$ cat src/rtl/load_store_unit_if.sv
// Load/store unit bus bundle: control-side request/response plus the
// data-memory request/ack handshake. The LSU takes the master view and the
// surrounding pipeline/memory take the slave view.
interface load_store_unit_if;
  // control side
  logic        start;
  logic        is_store;
  logic [2:0]  funct3;
  logic [31:0] addr;
  logic [31:0] wr_data;
  logic        busy;
  logic        done;
  logic        err;
  logic [31:0] rd_mem;
  // data memory side
  logic        mem_req;
  logic        mem_we;
  logic [31:0] mem_addr;
  logic [3:0]  mem_be;
  logic [31:0] mem_wdata;
  logic [31:0] mem_rdata;
  logic        mem_ack;

  modport master (
    input  start, is_store, funct3, addr, wr_data, mem_rdata, mem_ack,
    output busy, done, err, rd_mem, mem_req, mem_we, mem_addr, mem_be, mem_wdata
  );

  modport slave (
    output start, is_store, funct3, addr, wr_data, mem_rdata, mem_ack,
    input  busy, done, err, rd_mem, mem_req, mem_we, mem_addr, mem_be, mem_wdata
  );
endinterface

$ cat src/rtl/load_store_unit.sv
// Load/store unit: accepts one load or store from control, checks legality
// and alignment, issues a single word-aligned memory request with byte
// enables and lane-replicated store data, waits for the ack (bounded by
// TIMEOUT cycles) and returns the sign/zero-extended load result.
// All outputs are registered; reset is synchronous and active-high.
module load_store_unit #(
  parameter int TIMEOUT = 16
) (
  input  logic                clk,
  input  logic                rst,
  load_store_unit_if.master   bus
);

  localparam int CNT_W = (TIMEOUT > 1) ? $clog2(TIMEOUT) : 1;
  localparam logic [CNT_W-1:0] CNT_LAST = CNT_W'(TIMEOUT - 1);

  typedef enum logic [0:0] {
    ST_IDLE = 1'b0,
    ST_WAIT = 1'b1
  } state_t;

  // Legal opcode check: loads of every width, stores only for the signed
  // encodings (there is no unsigned store).
  function automatic logic access_legal(input logic [2:0] f3, input logic st);
    logic ok;
    case (f3)
      3'b000, 3'b001, 3'b010: ok = 1'b1;
      3'b100, 3'b101:         ok = ~st;
      default:                ok = 1'b0;
    endcase
    return ok;
  endfunction

  // Natural alignment for the access size encoded in f3[1:0].
  function automatic logic access_aligned(input logic [1:0] sz, input logic [1:0] off);
    logic ok;
    case (sz)
      2'b00:   ok = 1'b1;
      2'b01:   ok = ~off[0];
      2'b10:   ok = (off == 2'b00);
      default: ok = 1'b0;
    endcase
    return ok;
  endfunction

  // Little-endian byte enables for the access size and byte offset.
  function automatic logic [3:0] byte_enables(input logic [1:0] sz, input logic [1:0] off);
    logic [3:0] be;
    case (sz)
      2'b00:   be = 4'b0001 << off;
      2'b01:   be = 4'b0011 << off;
      2'b10:   be = 4'b1111;
      default: be = 4'b0000;
    endcase
    return be;
  endfunction

  // Replicate store data across all lanes so the enabled lanes carry it.
  function automatic logic [31:0] store_lanes(input logic [1:0] sz, input logic [31:0] d);
    logic [31:0] w;
    case (sz)
      2'b00:   w = {4{d[7:0]}};
      2'b01:   w = {2{d[15:0]}};
      default: w = d;
    endcase
    return w;
  endfunction

  // Pick the addressed lane out of the read word and extend it.
  function automatic logic [31:0] load_extend(input logic [2:0] f3, input logic [1:0] off,
                                              input logic [31:0] w);
    logic [7:0]  b;
    logic [15:0] h;
    logic [31:0] r;
    case (off)
      2'b00:   b = w[7:0];
      2'b01:   b = w[15:8];
      2'b10:   b = w[23:16];
      2'b11:   b = w[31:24];
      default: b = 8'h00;
    endcase
    h = off[1] ? w[31:16] : w[15:0];
    case (f3)
      3'b000:  r = {{24{b[7]}}, b};
      3'b100:  r = {24'h000000, b};
      3'b001:  r = {{16{h[15]}}, h};
      3'b101:  r = {16'h0000, h};
      3'b010:  r = w;
      default: r = w;
    endcase
    return r;
  endfunction

  state_t      state_r,     state_nxt_s;
  logic        mem_req_r,   mem_req_nxt_s;
  logic        mem_we_r,    mem_we_nxt_s;
  logic [31:0] mem_addr_r,  mem_addr_nxt_s;
  logic [3:0]  mem_be_r,    mem_be_nxt_s;
  logic [31:0] mem_wdata_r, mem_wdata_nxt_s;
  logic        busy_r,      busy_nxt_s;
  logic        done_r,      done_nxt_s;
  logic        err_r,       err_nxt_s;
  logic [31:0] rd_mem_r,    rd_mem_nxt_s;
  logic [CNT_W-1:0] cnt_r,  cnt_nxt_s;
  logic        req_store_r,  req_store_nxt_s;
  logic [2:0]  req_funct3_r, req_funct3_nxt_s;
  logic [1:0]  req_off_r,    req_off_nxt_s;

  logic        dec_ok_s;
  logic [3:0]  dec_be_s;
  logic [31:0] dec_wdata_s;
  logic [31:0] ld_result_s;

  assign dec_ok_s    = access_legal(bus.funct3, bus.is_store)
                       & access_aligned(bus.funct3[1:0], bus.addr[1:0]);
  assign dec_be_s    = byte_enables(bus.funct3[1:0], bus.addr[1:0]);
  assign dec_wdata_s = bus.is_store ? store_lanes(bus.funct3[1:0], bus.wr_data) : 32'h0000_0000;
  assign ld_result_s = load_extend(req_funct3_r, req_off_r, bus.mem_rdata);

  // Next-state and next-output logic for the IDLE/WAIT request machine.
  always_comb begin
    state_nxt_s      = state_r;
    mem_req_nxt_s    = mem_req_r;
    mem_we_nxt_s     = mem_we_r;
    mem_addr_nxt_s   = mem_addr_r;
    mem_be_nxt_s     = mem_be_r;
    mem_wdata_nxt_s  = mem_wdata_r;
    done_nxt_s       = 1'b0;
    err_nxt_s        = 1'b0;
    rd_mem_nxt_s     = rd_mem_r;
    cnt_nxt_s        = cnt_r;
    req_store_nxt_s  = req_store_r;
    req_funct3_nxt_s = req_funct3_r;
    req_off_nxt_s    = req_off_r;

    case (state_r)
      ST_IDLE: begin
        if (bus.start) begin
          if (dec_ok_s) begin
            state_nxt_s      = ST_WAIT;
            mem_req_nxt_s    = 1'b1;
            mem_we_nxt_s     = bus.is_store;
            mem_addr_nxt_s   = {bus.addr[31:2], 2'b00};
            mem_be_nxt_s     = dec_be_s;
            mem_wdata_nxt_s  = dec_wdata_s;
            cnt_nxt_s        = {CNT_W{1'b0}};
            req_store_nxt_s  = bus.is_store;
            req_funct3_nxt_s = bus.funct3;
            req_off_nxt_s    = bus.addr[1:0];
          end else begin
            err_nxt_s = 1'b1;
          end
        end else begin
          state_nxt_s = ST_IDLE;
        end
      end
      ST_WAIT: begin
        if (bus.mem_ack) begin
          // ack wins over a timeout firing on the same edge
          state_nxt_s     = ST_IDLE;
          mem_req_nxt_s   = 1'b0;
          mem_we_nxt_s    = 1'b0;
          mem_addr_nxt_s  = 32'h0000_0000;
          mem_be_nxt_s    = 4'b0000;
          mem_wdata_nxt_s = 32'h0000_0000;
          done_nxt_s      = 1'b1;
          if (!req_store_r) begin
            rd_mem_nxt_s = ld_result_s;
          end else begin
            rd_mem_nxt_s = rd_mem_r;
          end
        end else if (cnt_r == CNT_LAST) begin
          state_nxt_s     = ST_IDLE;
          mem_req_nxt_s   = 1'b0;
          mem_we_nxt_s    = 1'b0;
          mem_addr_nxt_s  = 32'h0000_0000;
          mem_be_nxt_s    = 4'b0000;
          mem_wdata_nxt_s = 32'h0000_0000;
          err_nxt_s       = 1'b1;
        end else begin
          cnt_nxt_s = cnt_r + {{(CNT_W-1){1'b0}}, 1'b1};
        end
      end
      default: begin
        state_nxt_s     = ST_IDLE;
        mem_req_nxt_s   = 1'b0;
        mem_we_nxt_s    = 1'b0;
        mem_addr_nxt_s  = 32'h0000_0000;
        mem_be_nxt_s    = 4'b0000;
        mem_wdata_nxt_s = 32'h0000_0000;
      end
    endcase

    busy_nxt_s = (state_nxt_s != ST_IDLE);
  end

  // State and registered outputs, cleared by synchronous reset.
  always_ff @(posedge clk) begin
    if (rst) begin
      state_r      <= ST_IDLE;
      mem_req_r    <= 1'b0;
      mem_we_r     <= 1'b0;
      mem_addr_r   <= 32'h0000_0000;
      mem_be_r     <= 4'b0000;
      mem_wdata_r  <= 32'h0000_0000;
      busy_r       <= 1'b0;
      done_r       <= 1'b0;
      err_r        <= 1'b0;
      rd_mem_r     <= 32'h0000_0000;
      cnt_r        <= {CNT_W{1'b0}};
      req_store_r  <= 1'b0;
      req_funct3_r <= 3'b000;
      req_off_r    <= 2'b00;
    end else begin
      state_r      <= state_nxt_s;
      mem_req_r    <= mem_req_nxt_s;
      mem_we_r     <= mem_we_nxt_s;
      mem_addr_r   <= mem_addr_nxt_s;
      mem_be_r     <= mem_be_nxt_s;
      mem_wdata_r  <= mem_wdata_nxt_s;
      busy_r       <= busy_nxt_s;
      done_r       <= done_nxt_s;
      err_r        <= err_nxt_s;
      rd_mem_r     <= rd_mem_nxt_s;
      cnt_r        <= cnt_nxt_s;
      req_store_r  <= req_store_nxt_s;
      req_funct3_r <= req_funct3_nxt_s;
      req_off_r    <= req_off_nxt_s;
    end
  end

  assign bus.mem_req   = mem_req_r;
  assign bus.mem_we    = mem_we_r;
  assign bus.mem_addr  = mem_addr_r;
  assign bus.mem_be    = mem_be_r;
  assign bus.mem_wdata = mem_wdata_r;
  assign bus.busy      = busy_r;
  assign bus.done      = done_r;
  assign bus.err       = err_r;
  assign bus.rd_mem    = rd_mem_r;

endmodule

$ cat src/flat_wrapper.sv
// flat-port wrapper written by rule: the top's interface ports become plain ports
module load_store_unit_flat 
#(
  parameter int TIMEOUT = 16
)
  (clk, rst, bus_start, bus_is_store, bus_funct3, bus_addr, bus_wr_data, bus_mem_rdata, bus_mem_ack, bus_busy, bus_done, bus_err, bus_rd_mem, bus_mem_req, bus_mem_we, bus_mem_addr, bus_mem_be, bus_mem_wdata);
  load_store_unit_if bus_i ();
  input  logic clk;
  input  logic rst;
  input wire logic [$bits(bus_i.start)-1:0] bus_start;
  input wire logic [$bits(bus_i.is_store)-1:0] bus_is_store;
  input wire logic [$bits(bus_i.funct3)-1:0] bus_funct3;
  input wire logic [$bits(bus_i.addr)-1:0] bus_addr;
  input wire logic [$bits(bus_i.wr_data)-1:0] bus_wr_data;
  input wire logic [$bits(bus_i.mem_rdata)-1:0] bus_mem_rdata;
  input wire logic [$bits(bus_i.mem_ack)-1:0] bus_mem_ack;
  output wire logic [$bits(bus_i.busy)-1:0] bus_busy;
  output wire logic [$bits(bus_i.done)-1:0] bus_done;
  output wire logic [$bits(bus_i.err)-1:0] bus_err;
  output wire logic [$bits(bus_i.rd_mem)-1:0] bus_rd_mem;
  output wire logic [$bits(bus_i.mem_req)-1:0] bus_mem_req;
  output wire logic [$bits(bus_i.mem_we)-1:0] bus_mem_we;
  output wire logic [$bits(bus_i.mem_addr)-1:0] bus_mem_addr;
  output wire logic [$bits(bus_i.mem_be)-1:0] bus_mem_be;
  output wire logic [$bits(bus_i.mem_wdata)-1:0] bus_mem_wdata;
  assign bus_i.start = bus_start;
  assign bus_i.is_store = bus_is_store;
  assign bus_i.funct3 = bus_funct3;
  assign bus_i.addr = bus_addr;
  assign bus_i.wr_data = bus_wr_data;
  assign bus_i.mem_rdata = bus_mem_rdata;
  assign bus_i.mem_ack = bus_mem_ack;
  assign bus_busy = bus_i.busy;
  assign bus_done = bus_i.done;
  assign bus_err = bus_i.err;
  assign bus_rd_mem = bus_i.rd_mem;
  assign bus_mem_req = bus_i.mem_req;
  assign bus_mem_we = bus_i.mem_we;
  assign bus_mem_addr = bus_i.mem_addr;
  assign bus_mem_be = bus_i.mem_be;
  assign bus_mem_wdata = bus_i.mem_wdata;
  load_store_unit #(.TIMEOUT(TIMEOUT)) u_core (.clk(clk), .rst(rst), .bus(bus_i));
endmodule
$ cat config.mk
export PLATFORM = sky130hd
export DESIGN_NAME = load_store_unit_flat
export DESIGN_NICKNAME = d
export VERILOG_FILES = /design/src/rtl/load_store_unit_if.sv /design/src/rtl/load_store_unit.sv /design/src/flat_wrapper.sv
export SDC_FILE = /design/constraint.sdc
export NUM_CORES = 1
export LEC_CHECK = 0
export CAP_MARGIN = 20
export CORE_ASPECT_RATIO = 0.8
export CORE_UTILIZATION = 38
export DETAILED_ROUTE_END_ITERATION = 8
export PLACE_DENSITY_LB_ADDON = 0.08
export SLEW_MARGIN = 25
export SYNTH_ARGS = -nofsm -noshare
export SYNTH_HDL_FRONTEND = slang
export SYNTH_SLANG_ARGS = --single-unit
export TNS_END_PERCENT = 20
$ cat constraint.sdc
create_clock -name clk -period 1.4 [get_ports clk]
set_input_delay 0.21 -clock clk [delete_from_list [all_inputs] [get_ports clk]]
set_output_delay 0.21 -clock clk [all_outputs]
set_load 0.01 [all_outputs]
# Yosys cells after proc, flatten, opt, wreduce, memory -nomap -nowiden
# Index checks and enable logic that the tools add are counted.
dict set report word_totals {
  register_bits 115
  latch_bits 0
  mem_bits_rw 0
  romBits 0
  wordCells 96
  memories 0
}
dict set report classes {
  add_sub_neg 1
  mul 0
  n_div 0
  order_cmp 0
  n_eq_ne 18
  shift 2
  muxes 45
  bitwise 5
  reduce_logical 12
}
# operator n
set op_table {}
lappend op_table {{2-to-1 mux 32 bit} 7}
lappend op_table {{one-hot mux 32 bit (2 select lines)} 3}
lappend op_table {{one-hot mux 32 bit (4 select lines)} 1}
lappend op_table {{2-to-1 mux 4 bit} 8}
lappend op_table {{one-hot mux 8 bit (4 select lines)} 1}
lappend op_table {{2-to-1 mux 16 bit} 1}
lappend op_table {{one-hot mux 4 bit (2 select lines)} 2}
lappend op_table {{2-to-1 mux 1 bit} 15}
lappend op_table {{== test 3 bit (second input constant)} 4}
lappend op_table {{one-hot mux 4 bit (3 select lines)} 1}
lappend op_table {{one-hot mux 1 bit (2 select lines)} 5}
lappend op_table {{AND reduction 3 bit} 3}
lappend op_table {{== test 2 bit (second input constant)} 3}
lappend op_table {{== test 3 x 1 -> 1 bit (second input constant)} 2}
lappend op_table {{zero test 2 bit} 3}
lappend op_table {{zero test 3 bit} 2}
lappend op_table {{!= test 2 bit (second input constant)} 3}
lappend op_table {{adder 4 x 1 -> 4 bit (second input constant)} 1}
lappend op_table {{== test 2 x 1 -> 1 bit (second input constant)} 2}
lappend op_table {{== test 4 bit (second input constant)} 1}
lappend op_table {{NOT 1 bit} 4}
lappend op_table {{AND reduction 4 bit} 1}
lappend op_table {{OR reduction 2 bit} 2}
lappend op_table {{<< shifter 1 x 2 -> 4 bit (first input constant)} 1}
lappend op_table {{7 further kinds} 7}

# Depth between registers and ports, before layout
dict set report logic_depth {
  ltp_word 7
  ltp_mapped 7
  ltp_nobuf 5
}

# Worst setup path after synthesis
# OpenSTA, ideal clock, no wires.
dict set report synth_timing {
  kind {register -> register}
  startpoint {register u_core.req_off_r[1]}
  endpoint {register u_core.rd_mem_r[10] (netlist: u_core.bus.rd_mem[10])}
  setup_ns 0.145
  arrival_time_ns 1.360
  path_slack_ns -0.105
  stages_incl_launch_ff 4
  n_path_buf 0
  cell_sequence {dfxtp_1 > mux4_2 > a21boi_1 > a211oi_1}
}
dict set report synth_between {
  elab_chain_cells 3
  word_cells_on_any_way 7
  cone_classes {3 x eq/ne; 3 x mux; 1 x reduce/logical}
}
# element line_no
set synth_lines {}
lappend synth_lines {{from (decl)} load_store_unit.sv:107} ;# logic [1:0] req_off_r, req_off_nxt_s;
lappend synth_lines {{from (signal assigned)} load_store_unit.sv:228} ;# req_off_r <= req_off_nxt_s;
lappend synth_lines {{== test 2 bit, or another cell as far along} load_store_unit.sv:75} ;# case (off)
lappend synth_lines {{one-hot mux 8 bit (4 select lines)} load_store_unit.sv:75}
lappend synth_lines {{one-hot mux 32 bit (4 select lines) (*)} load_store_unit.sv:83} ;# case (f3)
lappend synth_lines {{to (signal assigned)} load_store_unit.sv:224} ;# rd_mem_r <= rd_mem_nxt_s;
lappend synth_lines {{to (decl)} load_store_unit.sv:103} ;# logic [31:0] rd_mem_r, rd_mem_nxt_s;
# Every way passes the cells marked *; elsewhere a longest branch is shown, timed or not.
# A chain may end at the register's enable or synchronous reset.

# Final worst setup path
dict set report layout_timing {
  startpoint {register u_core.req_off_r[1]}
  endpoint {register u_core.rd_mem_r[15] (netlist: u_core.bus.rd_mem[15])}
}
# Same word-level chain as after synthesis.

==> run_results.csv <==
group,metric,value,unit
detailed_routing,drc_errors,0,
status,violations,"negative setup slack",
logic_synthesis,ys_ff_latch,113,
layout,final_common_cell,"dfxtp_1",
floorplanning,core_region_area,11800,um2
detailed_routing,dr_wl_met2,7.51,mm
sta,slew_violations,0,
layout,fin_cells,916,
detailed_routing,vias,4803,
logic_synthesis,synth_cell_type_count,49,
power_and_ir_drop,switching_power,2.31,mW
detailed_routing,via_per_inst,5.24,
clock_tree,clkSlewWorstSetupHoldPaths,0.05,ns
sta,fin_skew,0.00568,ns
logic_synthesis,ys_warn_count,0,
layout,num_antenna_cells,0,
floorplanning,fp-row-count,35,
global_route,grt_overflow,0,
place,place_inst,860,
place,dp_hpwl,10.9,mm
place,io_buffers,206,
place,place_area,7370,um2
power_and_ir_drop,p_clk_frac,0.496,
logic_synthesis,synthArstFlopShare,0,
layout,post-route-util,0.734,
sta,tns,-0.497,ns
sta,rsz0062_at_grt,"true",
detailed_routing,first_pass_iters,4,
worst_setup_path,startpoint,"u_core.req_off_r[1]$_SDFFE_PP0P_",
logic_synthesis,synth_area,4690,um2
sta,period_needed,1.46,ns
global_route,grt_pass1_vias,4824,
worst_setup_path,crit_fanout,6,
detailed_routing,top_layer,"met4",
power_and_ir_drop,p_per_area,1150,nW/um2
floorplanning,die_h,101,um
floorplanning,ios,209,
clock_tree,htree_levels,4,
worst_setup_path,crit_required,1.68,ns
layout,fin_area,8640,um2
hold_path,min_path_type,"input pin to flip-flop",
clock_tree,cts_sinks,113,
hold_path,hold_start,"bus_mem_ack",
power_and_ir_drop,power_frac_seq,0.344,
detailed_routing,antenna_left,0,
detailed_routing,routedWlPerCell,17.8,um
place,gp_congestion,0.813,
detailed_routing,drt_wl_total,16.3,mm
power_and_ir_drop,p_int,7.62,mW
logic_synthesis,seq_area_frac_synth,0.482,
sta,hold_viol,0,
logic_synthesis,synth-main-ff-cell,"dfxtp_1",
worst_setup_path,cp-start-kind,"flip-flop",
power_and_ir_drop,peakVddDrop,0.829,mV
sta,fin_ws,-0.0633,ns
layout,final_cell_mix,"dfxtp_1, dlygate4sd2_1, clkdlybuf4s50_1",
worst_setup_path,r2r_start,"u_core.req_off_r[1]$_SDFFE_PP0P_",
power_and_ir_drop,pwr-share-comb,0.160,
global_route,grt_pass1_wl,25.3,mm
logic_synthesis,synth-edff-count,0,
clock_tree,insertion_delay,0.41,ns
global_route,grt_max_degree,41,
floorplanning,die_area,12800,um2
power_and_ir_drop,power_leakage,3.89,nW
detailed_routing,drt_iter0_drc,300,
worst_setup_path,path_class,"flip-flop to flip-flop",
floorplanning,die_w,126,um
clock_tree,cts_buffers,17,
layout,area_growth,84.1,%
logic_synthesis,postSynthCellCount,476,
clock_tree,clockBufferDepth,2,
global_route,grt_use_total,0.254,
logic_synthesis,avgSynthCellArea,9.86,um2
layout,layout-drive-gt1-share,0.254,
detailed_routing,met1Wirelength,7.46,mm
sta,timing.fmax,683,MHz
worst_setup_path,end_kind,"flip-flop",
global_route,antenna_found_initial,0,
sta,finalSetupViolCount,18,
clock_tree,cts-root-buf,"clkbuf_16",
run,drv_cap,0,
sta,post-route-period-util,1.05,
power_and_ir_drop,sw_frac_of_total,0.232,
clock_tree,cts_tree,"yes",
layout,final_nets,860,
floorplanning,initial_core_util,0.399,
detailed_routing,routed-wl-met3,1.18,mm
status,run_status,"complete, but fails checks",
worst_setup_path,arrival,1.75,ns
[state kept, by name, indices dropped and copies added, names as in the netlist]
| signal | cells |
|---|---|
| u_core.bus.done | 1 |
| u_core.bus.err | 1 |
| u_core.bus.mem_addr | 30 |
| u_core.bus.mem_be | 4 |
| u_core.bus.mem_req | 1 |
| u_core.bus.mem_wdata | 32 |
| u_core.bus.mem_we | 1 |
| u_core.bus.rd_mem | 32 |
| u_core.cnt_r | 4 |
| u_core.req_funct3_r | 3 |
| u_core.req_off_r | 2 |
| u_core.req_store_r | 1 |
| u_core.state_r | 1 |
[area by class of cell]
class / count / area (um2)
Timing Repair Buffer: 302 / 3000
Sequential cell: 113 / 2280
Multi-Input combinational cell: 316 / 2490
Tap cell: 148 / 185
Inverter: 5 / 18.8
Clock inverter: 13 / 233
Fill cell: 850 / 3140
Clock buffer: 19 / 443
[metrics by stage]
step           hold WS, ns  power, mW  setup WS [ns]
2_1_floorplan        0.333       4.02        -0.0986
3_3_place_gp         0.433       4.82         -0.490
3_5_place_dp         0.443       4.83         -0.549
4_1_cts              0.354       9.87         -0.108
5_1_grt              0.155       10.3         -0.116
6_report             0.126       9.93        -0.0633
[metal layers]
metal / global-route usage / vias up
met3: 0.0782 / 12
met1: 0.337 / 2281
met5: 0 / -
met2: 0.402 / 175
li1: - / 2335
met4: 0.0677 / 0
[critical path, stage by stage, from the launching register on]
cell	delay [ns]
dfxtp_4	0.37
buf_4	0.14
nor2b_1	0.13
buf_4	0.16
a22o_1	0.19
a22oi_1	0.23
a211oi_1	0.12
[final timing paths]
path                                              to  slack [ns]  depth (start not counted)
setup reg to reg  u_core.bus.rd_mem[15]$_SDFFE_PP0P_       -0.06                          6
hold / removal            u_core.bus.done$_SDFF_PP0_        0.13                          3
hold reg to reg       u_core.bus.mem_we$_SDFFE_PP0P_        0.45                          1
setup / recovery  u_core.bus.rd_mem[15]$_SDFFE_PP0P_       -0.06                          6
[synth_stat cells (9+ instances only)]
cell / n / share of area
clkbuf_1: 18 / 0.014
nor2_1: 43 / 0.034
a22o_1: 51 / 0.095
dfxtp_1: 113 / 0.48
a311oi_1: 20 / 0.037
buf_2: 17 / 0.018
nand3_1: 10 / 0.011
o21ai_0: 11 / 0.012
nand2_1: 42 / 0.034
a211oi_1: 9 / 0.014
o2bb2ai_1: 15 / 0.028
mux2i_1: 30 / 0.064
nor2b_1: 9 / 0.012
[logic make-up after synthesis]
logic type      Yosys count  synth area share
compound gates          148             0.256
xor+xnor                  2           0.00373
fa+ha+maj                 1           0.00266
buf+inv                  48            0.0517
flops                   113             0.482
mux                      35            0.0784
other cells               1          0.000799
simple gates            128             0.125
[power by group through the flow]
stage	logic [mW]	registers (mW)	clock network, mW
detailed placement	1.35	3.48	0
global placement	1.34	3.48	0
global route	1.69	3.43	5.15
floorplan	0.500	3.52	0
CTS	1.48	3.41	4.98
finish	1.59	3.42	4.93
[what timing repair did]
action	4_1_cts	5_1_grt
pin swaps	12	27
buffers inserted	10	7
gates cloned	6	1
hold buffers	0	0
endpoints found under the setup margin	208	104
resized for setup	154	48
Note: power is estimated with default switching activity, not from simulation.
